==> config.mk <==
export PLATFORM = sky130hd
export DESIGN_NAME = router_ingress_queue
export DESIGN_NICKNAME = d
export VERILOG_FILES = /design/src/rtl/router_pkg.sv /design/src/rtl/router_sync_fifo.sv /design/src/rtl/router_ingress_queue.sv
export SDC_FILE = /design/constraint.sdc
export NUM_CORES = 1
export LEC_CHECK = 0
export BUFFER_PORTS_ARGS = -buffer_cell sky130_fd_sc_hd__buf_2
export CORE_MARGIN = 2
export CORE_UTILIZATION = 35
export CTS_BUF_LIST = sky130_fd_sc_hd__clkbuf_4 sky130_fd_sc_hd__clkbuf_8 sky130_fd_sc_hd__clkbuf_16
export DETAILED_ROUTE_END_ITERATION = 6
export PLACE_DENSITY_LB_ADDON = 0.25
export SYNTH_ARGS = -nofsm -noshare
export SYNTH_HDL_FRONTEND = slang
export SYNTH_HIERARCHICAL = 1
export SYNTH_SLANG_ARGS = --single-unit
==> constraint.sdc <==
create_clock -name clk -period 17.3 [get_ports clk]
set_input_delay 4.325 -clock clk [delete_from_list [all_inputs] [get_ports clk]]
set_output_delay 4.325 -clock clk [all_outputs]
set_load 0.02 [all_outputs]
==> src/rtl/router_pkg.sv <==
// Shared router definitions: port count, address width and the port address type.
package router_pkg;
  localparam int NUM_PORTS = 4;
  localparam int ADDR_W    = 2;

  typedef logic [ADDR_W-1:0] port_addr_t;
endpackage

==> src/rtl/router_sync_fifo.sv <==
// Generic synchronous FIFO: storage, wrapping pointers, exact occupancy count,
// full/empty flags. The read port shows the head entry combinationally.
module router_sync_fifo #(
  parameter int WIDTH = 34,
  parameter int DEPTH = 8
) (
  input  logic                       clk,
  input  logic                       reset,
  input  logic                       push,
  input  logic [WIDTH-1:0]           wr_data,
  input  logic                       pop,
  output logic [WIDTH-1:0]           rd_data,
  output logic [$clog2(DEPTH):0]     count,
  output logic                       full,
  output logic                       empty
);
  localparam int PW = $clog2(DEPTH);

  logic [WIDTH-1:0] mem [DEPTH];
  logic [PW-1:0]    wr_ptr;
  logic [PW-1:0]    rd_ptr;
  logic [PW:0]      count_q;
  logic             push_ok;
  logic             pop_ok;

  assign full    = (count_q == (PW+1)'(DEPTH));
  assign empty   = (count_q == '0);
  assign push_ok = push && !full;
  assign pop_ok  = pop && !empty;
  assign rd_data = mem[rd_ptr];
  assign count   = count_q;

  // Storage write; contents need no reset since count gates visibility.
  always_ff @(posedge clk) begin
    if (push_ok) begin
      mem[wr_ptr] <= wr_data;
    end
  end

  // Pointers wrap naturally at DEPTH (power of two); count follows push/pop.
  always_ff @(posedge clk) begin
    if (reset) begin
      wr_ptr  <= '0;
      rd_ptr  <= '0;
      count_q <= '0;
    end else begin
      if (push_ok) wr_ptr <= wr_ptr + 1'b1;
      if (pop_ok)  rd_ptr <= rd_ptr + 1'b1;
      case ({push_ok, pop_ok})
        2'b10:   count_q <= count_q + 1'b1;
        2'b01:   count_q <= count_q - 1'b1;
        default: count_q <= count_q;
      endcase
    end
  end
endmodule

==> src/rtl/router_ingress_queue.sv <==
// Ingress queue ahead of the 4-port address demux router. Buffers {data, addr}
// words and replays each as a registered single-cycle din_en strobe.
// Optional feature macro: ROUTER_PORT_MASK_EN adds port_en[3:0]; a head word
// whose destination port is disabled stalls issue until that port is enabled.
module router_ingress_queue
  import router_pkg::*;
#(
  parameter int DATA_WIDTH = 32,
  parameter int DEPTH      = 8
) (
  input  logic                    clk,
  input  logic                    reset,
`ifdef ROUTER_PORT_MASK_EN
  input  logic [NUM_PORTS-1:0]    port_en,
`endif
  input  logic                    in_valid,
  input  logic [DATA_WIDTH-1:0]   in_data,
  input  port_addr_t              in_addr,
  output logic                    in_ready,
  input  logic                    out_ready,
  output logic [DATA_WIDTH-1:0]   din,
  output logic                    din_en,
  output port_addr_t              addr,
  output logic [$clog2(DEPTH):0]  count,
  output logic                    full,
  output logic                    empty
);
  localparam int EW = DATA_WIDTH + ADDR_W;

  logic [EW-1:0]         head;
  logic [DATA_WIDTH-1:0] head_data;
  port_addr_t            head_addr;
  logic                  head_allowed;
  logic                  push;
  logic                  pop;

  assign head_data = head[EW-1:ADDR_W];
  assign head_addr = head[ADDR_W-1:0];

`ifdef ROUTER_PORT_MASK_EN
  assign head_allowed = port_en[head_addr];
`else
  assign head_allowed = 1'b1;
`endif

  assign in_ready = !full && !reset;
  assign push     = in_valid && in_ready;
  assign pop      = !empty && out_ready && head_allowed && !reset;

  router_sync_fifo #(
    .WIDTH (EW),
    .DEPTH (DEPTH)
  ) u_fifo (
    .clk     (clk),
    .reset   (reset),
    .push    (push),
    .wr_data ({in_data, in_addr}),
    .pop     (pop),
    .rd_data (head),
    .count   (count),
    .full    (full),
    .empty   (empty)
  );

  // Issue register: load the head word on a pop, otherwise drive all-zero.
  always_ff @(posedge clk) begin
    if (reset) begin
      din    <= '0;
      addr   <= '0;
      din_en <= 1'b0;
    end else if (pop) begin
      din    <= head_data;
      addr   <= head_addr;
      din_en <= 1'b1;
    end else begin
      din    <= '0;
      addr   <= '0;
      din_en <= 1'b0;
    end
  end
endmodule

Word level (Yosys, flattened, before mapping)
Memories as Yosys holds them, arrays and structs flattened. A register that Yosys moved wholly into a read port is not among the register bits.
Index checks and enable logic that the tools add are counted.
{"block": "word_totals", "register_bits": 11, "latch_bits": 0, "mem_bits_rw": 272, "mem_bits_ro": 0, "memories": 1}
{"name": "u_fifo.mem", "depth": 8, "word_bits": 34, "read_ports": 1, "rd_ports_with_merged_regs": 1, "wr": 1, "line_no": "router_sync_fifo.sv:19", "rtl": "logic [WIDTH-1:0] mem [DEPTH];"}
{"block": "op_classes", "n_addsub": 4, "mul": 0, "div": 0, "order_cmp": 0, "eq_ne": 3, "shifts": 0, "muxes": 4, "n_bitwise": 1, "reduce_logical": 12}
{"op": "4-bit case mux with 2 select lines", "n": 1}
{"op": "3-bit by 1-bit adder with 3-bit output, second input constant", "n": 2}
{"op": "1-bit logical AND", "n": 6}
{"op": "4-bit by 1-bit adder with 4-bit output, second input constant", "n": 1}
{"op": "4-bit == test, second input constant", "n": 1}
{"op": "4-bit zero test", "n": 1}
{"op": "4-bit by 1-bit subtractor with 4-bit output, second input constant", "n": 1}
{"op": "1-bit zero test", "n": 3}
{"op": "1-bit two-way mux", "n": 3}
{"op": "2-bit by 1-bit == test with 1-bit output, second input constant", "n": 1}
{"op": "2-bit == test, second input constant", "n": 1}
{"op": "2-bit nonzero test", "n": 1}
{"op": "2-bit OR reduction", "n": 1}
{"op": "1-bit NOT", "n": 1}

Logic depth before layout (Yosys ltp)
Gate-level depths: netlist of the first run.
{"block": "logic_depth", "word_depth": 7, "depth_mapped": 13, "ltp_nobuf": 11}

By module
Netlist of the first run, hierarchy kept.
{"mod": "router_sync_fifo", "n_inst": 1, "cells_each": 468, "area_each_um2": 10996.8, "seq_area_each_um2": 8428.1}
{"mod": "router_ingress_queue", "n_inst": 1, "cells_each": 83, "area_each_um2": 1192.4, "seq_area_each_um2": 700.7}

Least setup slack after synthesis of the first run
OpenSTA, ideal clock, no wires.
{"block": "synth_path", "kind": "input -> output", "from": "input port reset", "to": "output port in_ready", "arrival_ns": 4.776, "t_required_ns": 12.975, "path_slack_ns": 8.199, "path_stages": 2, "cell_sequence": "clkbuf_1 -> nor2_1"}
{"block": "synth_via", "elab_chain_len": 2}
{"element": "start: declaration", "line_no": "router_ingress_queue.sv:12", "rtl": "input logic reset,"}
{"element": "1-bit zero test", "line_no": "router_ingress_queue.sv:46", "rtl": "assign in_ready = !full && !reset;"}
{"element": "1-bit logical AND", "line_no": "router_ingress_queue.sv:46"}
{"element": "end: declaration", "line_no": "router_ingress_queue.sv:19", "rtl": "output logic in_ready,"}
No other way between the ends.

Final worst setup path of the first run
Same ends and word-level chain as after synthesis.

==> results.py, run 1 <==
metrics = {
    "detailed_routing": {
        "wl_per_cell_um": 22.2,
        "drtIter0Drc": 430,
        "avgViaCountPerCell": 4.98,
        "ant_nets": 0,
        "drtPass1Iterations": 4,
        "drc": 0,
        "dr_total_vias": 5646,
        "routed_wl_um": 25200,
    },
    "cells_and_area": {
        "areaGrowthSynthToFinish_pct": 17.0,
        "nets": 693,
        "drive_gt1_share_pct": 43.1,
        "fillers": 3018,
        "final_area_um2": 14300,
    },
    "floorplanning": {
        "chipWidth_um": 191,
        "dieArea_um2": 36300,
        "start_util_pct": 35.4,
        "die_h_um": 191,
        "row_count": 68,
        "core_um2": 34500,
        "io_pins": 80,
    },
    "cts": {
        "clock_path_buffers": 3,
        "clock_latency_ns": 0.52,
        "path_clk_slew_ns": 0.06,
        "cts_root_buffer": "clkbuf_16",
        "clock_sinks": 320,
        "cts_setup_buffers": 0,
        "cts_tree": "built",
        "hold_buffers": 0,
        "cts_max_level": 2,
        "cts_resized": 0,
        "cts_made_buffers": 35,
    },
    "critical_path": {
        "criticalPathCategory": "in2out",
        "cp_top_family": "buffers and inverters",
        "rrSetupSlack_ns": 13.89,
        "crit_fanout": 50,
        "crit_slowest_cell": "buf_2",
        "cp_common_cell": "buf_2",
        "critPathBufInv": 2,
        "critical_path_arrival_ns": 5.25,
        "critPathLaunchType": "input port",
        "regToRegStartpoint": "u_fifo/count[1]$_SDFFE_PP0P_",
        "crit_chain": "buf_2 > nor2_1 > buf_2",
        "worstSetupPathDepth": 3,
        "rr_worst_depth": 6,
        "r2r_end": "u_fifo/mem[6][15]$_DFFE_PP_",
        "worstPathRequired_ns": 12.98,
        "end_kind": "primary output",
        "critical-path-max-stage-delay_ns": 0.66,
    },
    "hold_path": {
        "min_path_cells": 2,
        "hp-class": "reg2reg",
        "holdPathEnd": "u_fifo/rd_ptr[2]$_SDFFE_PP0P_",
        "min_from": "u_fifo/rd_ptr[2]$_SDFFE_PP0P_",
    },
    "yosys": {
        "synth_nets": 594,
        "synthXorXnorAreaFrac_pct": 0.503,
        "synth.avg_cell_area_um2": 22.1,
        "synth_top_family_by_area": "multiplexers",
        "yosysTopAreaCell": "edfxtp_1",
        "synthMuxAreaShare_pct": 16.9,
        "synth-adder-area-share_pct": 0.513,
        "synth.distinct_cells": 37,
        "synth_top_cell_area_share_pct": 67.0,
        "yosysWarnings": 6,
        "ys_ff_latch": 320,
        "async_flop_share_pct": 0,
        "ys_seq_area_share_pct": 74.9,
        "synthTopCellsByArea": "edfxtp_1 67%, mux4_2 11%, dfxtp_1 7.9%",
        "ys.flop_type": "edfxtp_1",
        "synthesis.instances": 551,
        "synth-edff-count": 272,
        "yosys-top-cells-count": "272 x edfxtp_1, 59 x mux4_2, 48 x dfxtp_1",
        "netlist_area_um2": 12200,
        "synthSimpleGateAreaFrac_pct": 5.04,
        "synth_compound_area_share_pct": 0.400,
        "yosysMostFrequentCell": "edfxtp_1",
    },
    "pwr": {
        "combPwrFrac_pct": 3.7,
        "power_frac_clock_pct": 43.6,
        "p_sw_uw": 329,
        "p_leak_nw": 4.73,
        "ir_worst_vdd_v": 0.0000711,
        "p_int_mw": 1.29,
        "netSwitchingFraction_pct": 20.3,
        "powerDensity_nw_per_um2": 113,
        "p_seq_share_pct": 52.6,
    },
    "placement": {
        "io_buffers": 79,
        "dpl.hpwl_um": 14400,
        "placed_area_um2": 13100,
        "place.gp.congestion": 0.656,
    },
    "timing": {
        "post-route-min-period_ns": 9.57,
        "finalMaxSlewViolations": 0,
        "slew_headroom_pct": 27.9,
        "finalClockSkew_ns": 0.0217,
        "period_share_pct": 55.3,
        "hold_viol": 0,
        "rsz0062_at_grt": "false",
        "report.final.setup_viol": 0,
        "fin_setup_tns_ns": 0,
        "worst_pin_slew_ns": 1.08,
        "max_freq_mhz": 104,
    },
    "status": {
        "outcome": "completed",
    },
    "run": {
        "max_cap_viol_count": 0,
    },
    "global_route": {
        "grt_usage_pct": 14.2,
        "grt_antenna_before_repair": 3,
        "grt_max_degree": 69,
        "grt.overflow.total": 0,
        "grt_pass1_wl_um": 38200,
        "grt_pass1_vias": 6219,
    },
}
==> registers in the layout, indices dropped and copies added (netlist names), named ones only <==
register       count
addr               2
din               32
din_en             1
u_fifo/count       4
u_fifo/mem       272
u_fifo/rd_ptr      3
u_fifo/wr_ptr      3
==> kinds of logic (layout without fill, tap and decap cells) <==
family,count (synthesis),after routing
mux,106,106
xor+xnor,7,7
buf+inv,35,161
flops,320,320
fa+ha+maj,5,5
other cells,0,2
compound gates,7,7
simple gates,71,71
==> placed cells by master, fill, tap and decap left out, types with 2 or more instances in the layout <==
cell       instances
a21oi_1            3
and4bb_2          31
buf_2             79
buf_4             17
clkbuf_16         35
clkbuf_4          12
clkinv_1           7
clkinv_2           5
dfxtp_1           45
dfxtp_4            2
diode_2            2
edfxtp_1         272
ha_1               5
mux2_2            15
mux2_4            20
mux2i_1            2
mux4_1             9
mux4_2            59
nand2_1            4
nand2b_1           2
nand3_1            3
nor2_1            10
nor2_4             3
nor3_2             4
nor3b_1            3
nor4_2             2
nor4bb_1           2
xor2_1             6
==> worst register-to-register path, cell delays in order, from the launching register on <==
cell	delay, ns
dfxtp_1	0.52
or4b_1	0.34
inv_2	0.10
nor3b_1	0.58
nand3_1	0.46
nor2_4	0.66
buf_4	0.41
==> worst max-delay path by stage <==
stage	slack [ns]	end	startpoint
2_1_floorplan	8.20	in_ready	reset
3_3_place_gp	7.64	in_ready	reset
3_5_place_dp	7.67	in_ready	reset
4_1_cts	7.67	in_ready	reset
5_1_grt	7.60	in_ready	reset
6_report	7.73	in_ready	reset
==> metal layers <==
metal	vias up	track usage (%)	part of all wire [%]
met1	2989	17.9	42
met2	120	24.7	51
met4	4	4.08	2.1
met3	44	2.91	4.5
met5	-	0	0.095
li1	2489	-	-
==> power groups by stage <==
stage / Combinational [mW] / Clock, mW / Sequential [mW]
after floorplan: 0.0315 / 0 / 0.870
after global placement: 0.0593 / 0 / 0.866
after detailed placement: 0.0614 / 0 / 0.867
after CTS: 0.0618 / 0.726 / 0.851
after global routing: 0.0658 / 0.760 / 0.851
final: 0.0606 / 0.705 / 0.851
==> metrics by stage <==
stage	setup slack (ns)	util (%)	std cells	hold slack, ns	power, mW
2_1_floorplan	8.20	-	551	0.485	0.901
3_3_place_gp	7.64	38.1	1068	0.499	0.926
3_5_place_dp	7.67	38.1	1068	0.531	0.928
4_1_cts	7.67	41.4	1132	0.547	1.64
5_1_grt	7.60	41.4	1132	0.568	1.68
6_report	7.73	41.4	1134	0.534	1.62
==> final cells by class <==
class                   count  area [µm²]  area share (%)
flip-flops and latches    320        9140            64.1
multi-input cells         196        2910            20.4
clock buffers              48         980            6.87
well taps                 455         569            3.99
repair buffers             96         523            3.67
clock inverters            16         136           0.956
diodes                      2        5.00          0.0351
inverters                   1        3.75          0.0263
(Power assumes the default switching activity.)
==> run 2: changes to the inputs <==
clock period = 9.8 ns   (was 17.3 ns; I/O delays follow)
==> run 2 against run 1 <==
Combinational power increased by 72%; critical path depth unchanged; largest power group unchanged; sequential cell count is the same; highest routed layer unchanged; core utilization up 0.29 points.
==> results.py, run 2 (synthesis results as in run 1) <==
metrics = {
    "cts": {
        "cts_root_buffer": "clkbuf_16",
        "clock_sinks": 320,
        "cts_setup_buffers": 0,
        "cts_resized": 0,
        "cts_tree": "built",
        "hold_buffers": 0,
        "clock_path_buffers": 3,
        "path_clk_slew_ns": 0.05,
        "clock_latency_ns": 0.51,
        "cts_max_level": 2,
        "cts_made_buffers": 36,
    },
    "critical_path": {
        "criticalPathCategory": "in2out",
        "worstPathRequired_ns": 7.35,
        "crit_slowest_cell": "buf_2",
        "critPathLaunchType": "input port",
        "startpoint": "reset",
        "crit_chain": "buf_2 > nor2_1 > buf_2",
        "critPathBufInv": 2,
        "cp_common_cell": "buf_2",
        "crit_fanout": 50,
        "regToRegStartpoint": "u_fifo/count[1]$_SDFFE_PP0P_",
        "cp_top_family": "buffers and inverters",
        "end_kind": "primary output",
        "critical-path-max-stage-delay_ns": 0.64,
        "critical_path_arrival_ns": 3.35,
    },
    "floorplanning": {
        "io_pins": 80,
        "die_h_um": 191,
        "chipWidth_um": 191,
        "core_um2": 34500,
        "start_util_pct": 35.4,
        "dieArea_um2": 36300,
        "row_count": 68,
    },
    "cells_and_area": {
        "areaGrowthSynthToFinish_pct": 17.8,
        "fillers": 3041,
        "regMostFlops": "u_fifo/mem",
        "mostFrequentLayoutCells": "272 x edfxtp_1, 79 x buf_2, 59 x mux4_2",
        "drive_gt1_share_pct": 43.4,
        "layout_commonest_cell": "edfxtp_1",
        "largest_reg_flops": 272,
        "nets": 692,
    },
    "timing": {
        "report.final.setup_viol": 0,
        "max_freq_mhz": 172,
        "post-route-min-period_ns": 5.80,
        "slew_headroom_pct": 16.6,
        "fin_setup_tns_ns": 0,
        "period_share_pct": 59.2,
        "hold_viol": 0,
        "worst_pin_slew_ns": 1.25,
        "rsz0062_at_grt": "false",
        "finalClockSkew_ns": 0.0213,
        "fin_hold_ws_ns": 0.518,
        "worst_slack_ns": 4.00,
        "finalMaxSlewViolations": 0,
    },
    "global_route": {
        "grt_pass1_vias": 6163,
        "grt_pass1_wl_um": 36900,
        "grt_antenna_before_repair": 3,
        "grt_usage_pct": 13.6,
        "grt_max_degree": 69,
        "grt.overflow.total": 0,
    },
    "placement": {
        "io_buffers": 79,
        "dpl.hpwl_um": 13900,
        "dp_slack_ns": 3.94,
        "place.gp.congestion": 0.683,
    },
    "pwr": {
        "power.total_mw": 2.96,
        "powerDensity_nw_per_um2": 206,
        "ir_worst_vdd_v": 0.000146,
        "p_leak_nw": 4.77,
    },
    "detailed_routing": {
        "wl_per_cell_um": 21.1,
        "avgViaCountPerCell": 4.91,
        "ant_nets": 0,
        "drtPass1Iterations": 4,
        "dr_total_vias": 5566,
        "routed_wl_um": 24000,
        "drtIter0Drc": 244,
        "drc": 0,
    },
    "status": {
        "outcome": "completed",
    },
    "hold_path": {
        "min_from": "u_fifo/rd_ptr[2]$_SDFFE_PP0P_",
        "hp-class": "reg2reg",
    },
    "run": {
        "max_cap_viol_count": 0,
    },
}
run 2: worst paths after layout:
check                                                    to  slack, ns  cells after the start
worst max-delay path                               in_ready       4.00                      3
worst min-delay path                               register       0.52                      2
worst max register to register  u_fifo/mem[7][25]$_DFFE_PP_       6.40                      5
worst min register to register                     register       0.52                      2
run 2: metal layers:
layer  up-vias  part of all wire [%]  global-route usage [%]
li1       2494                     -                       -
met1      2926                    42                    16.8
met2       105                    52                    23.9
met3        37                   4.1                    2.96
met4         4                   1.5                    3.58
met5         -                  0.11                       0
run 2: worst register-to-register path: cells and delay by family, from the launching register on:
family / cells / cell delay [ns]
buffers and inverters: 1 / 0.09
DFF: 1 / 0.51
and+or+nand+nor: 4 / 2.40
run 2: power by group:
group / switching, mW / internal (mW)
registers: 0.00801 / 1.49
logic: 0.0593 / 0.0448
clock network: 0.505 / 0.848
run 2: metrics by stage:
| stage | utilization [%] | instance area (µm²) | cells |
|---|---|---|---|
| detailed placement | 38.1 | 13100 | 1066 |
| global route | 41.7 | 14400 | 1132 |
| finish | 41.7 | 14400 | 1133 |
| floorplan | - | 12200 | 551 |
| global placement | 38.1 | 13100 | 1066 |
| CTS | 41.7 | 14400 | 1132 |
run 2: cell type report:
cell class              instances  area [µm²]  share of cell area (%)
clock inverters                14         151                    1.05
clock buffers                  52        1080                    7.54
inverters                       1        3.75                  0.0261
diodes                          1        2.50                  0.0174
flip-flops and latches        320        9140                    63.6
well taps                     455         569                    3.96
repair buffers                 94         508                    3.54
multi-input cells             196        2910                    20.2
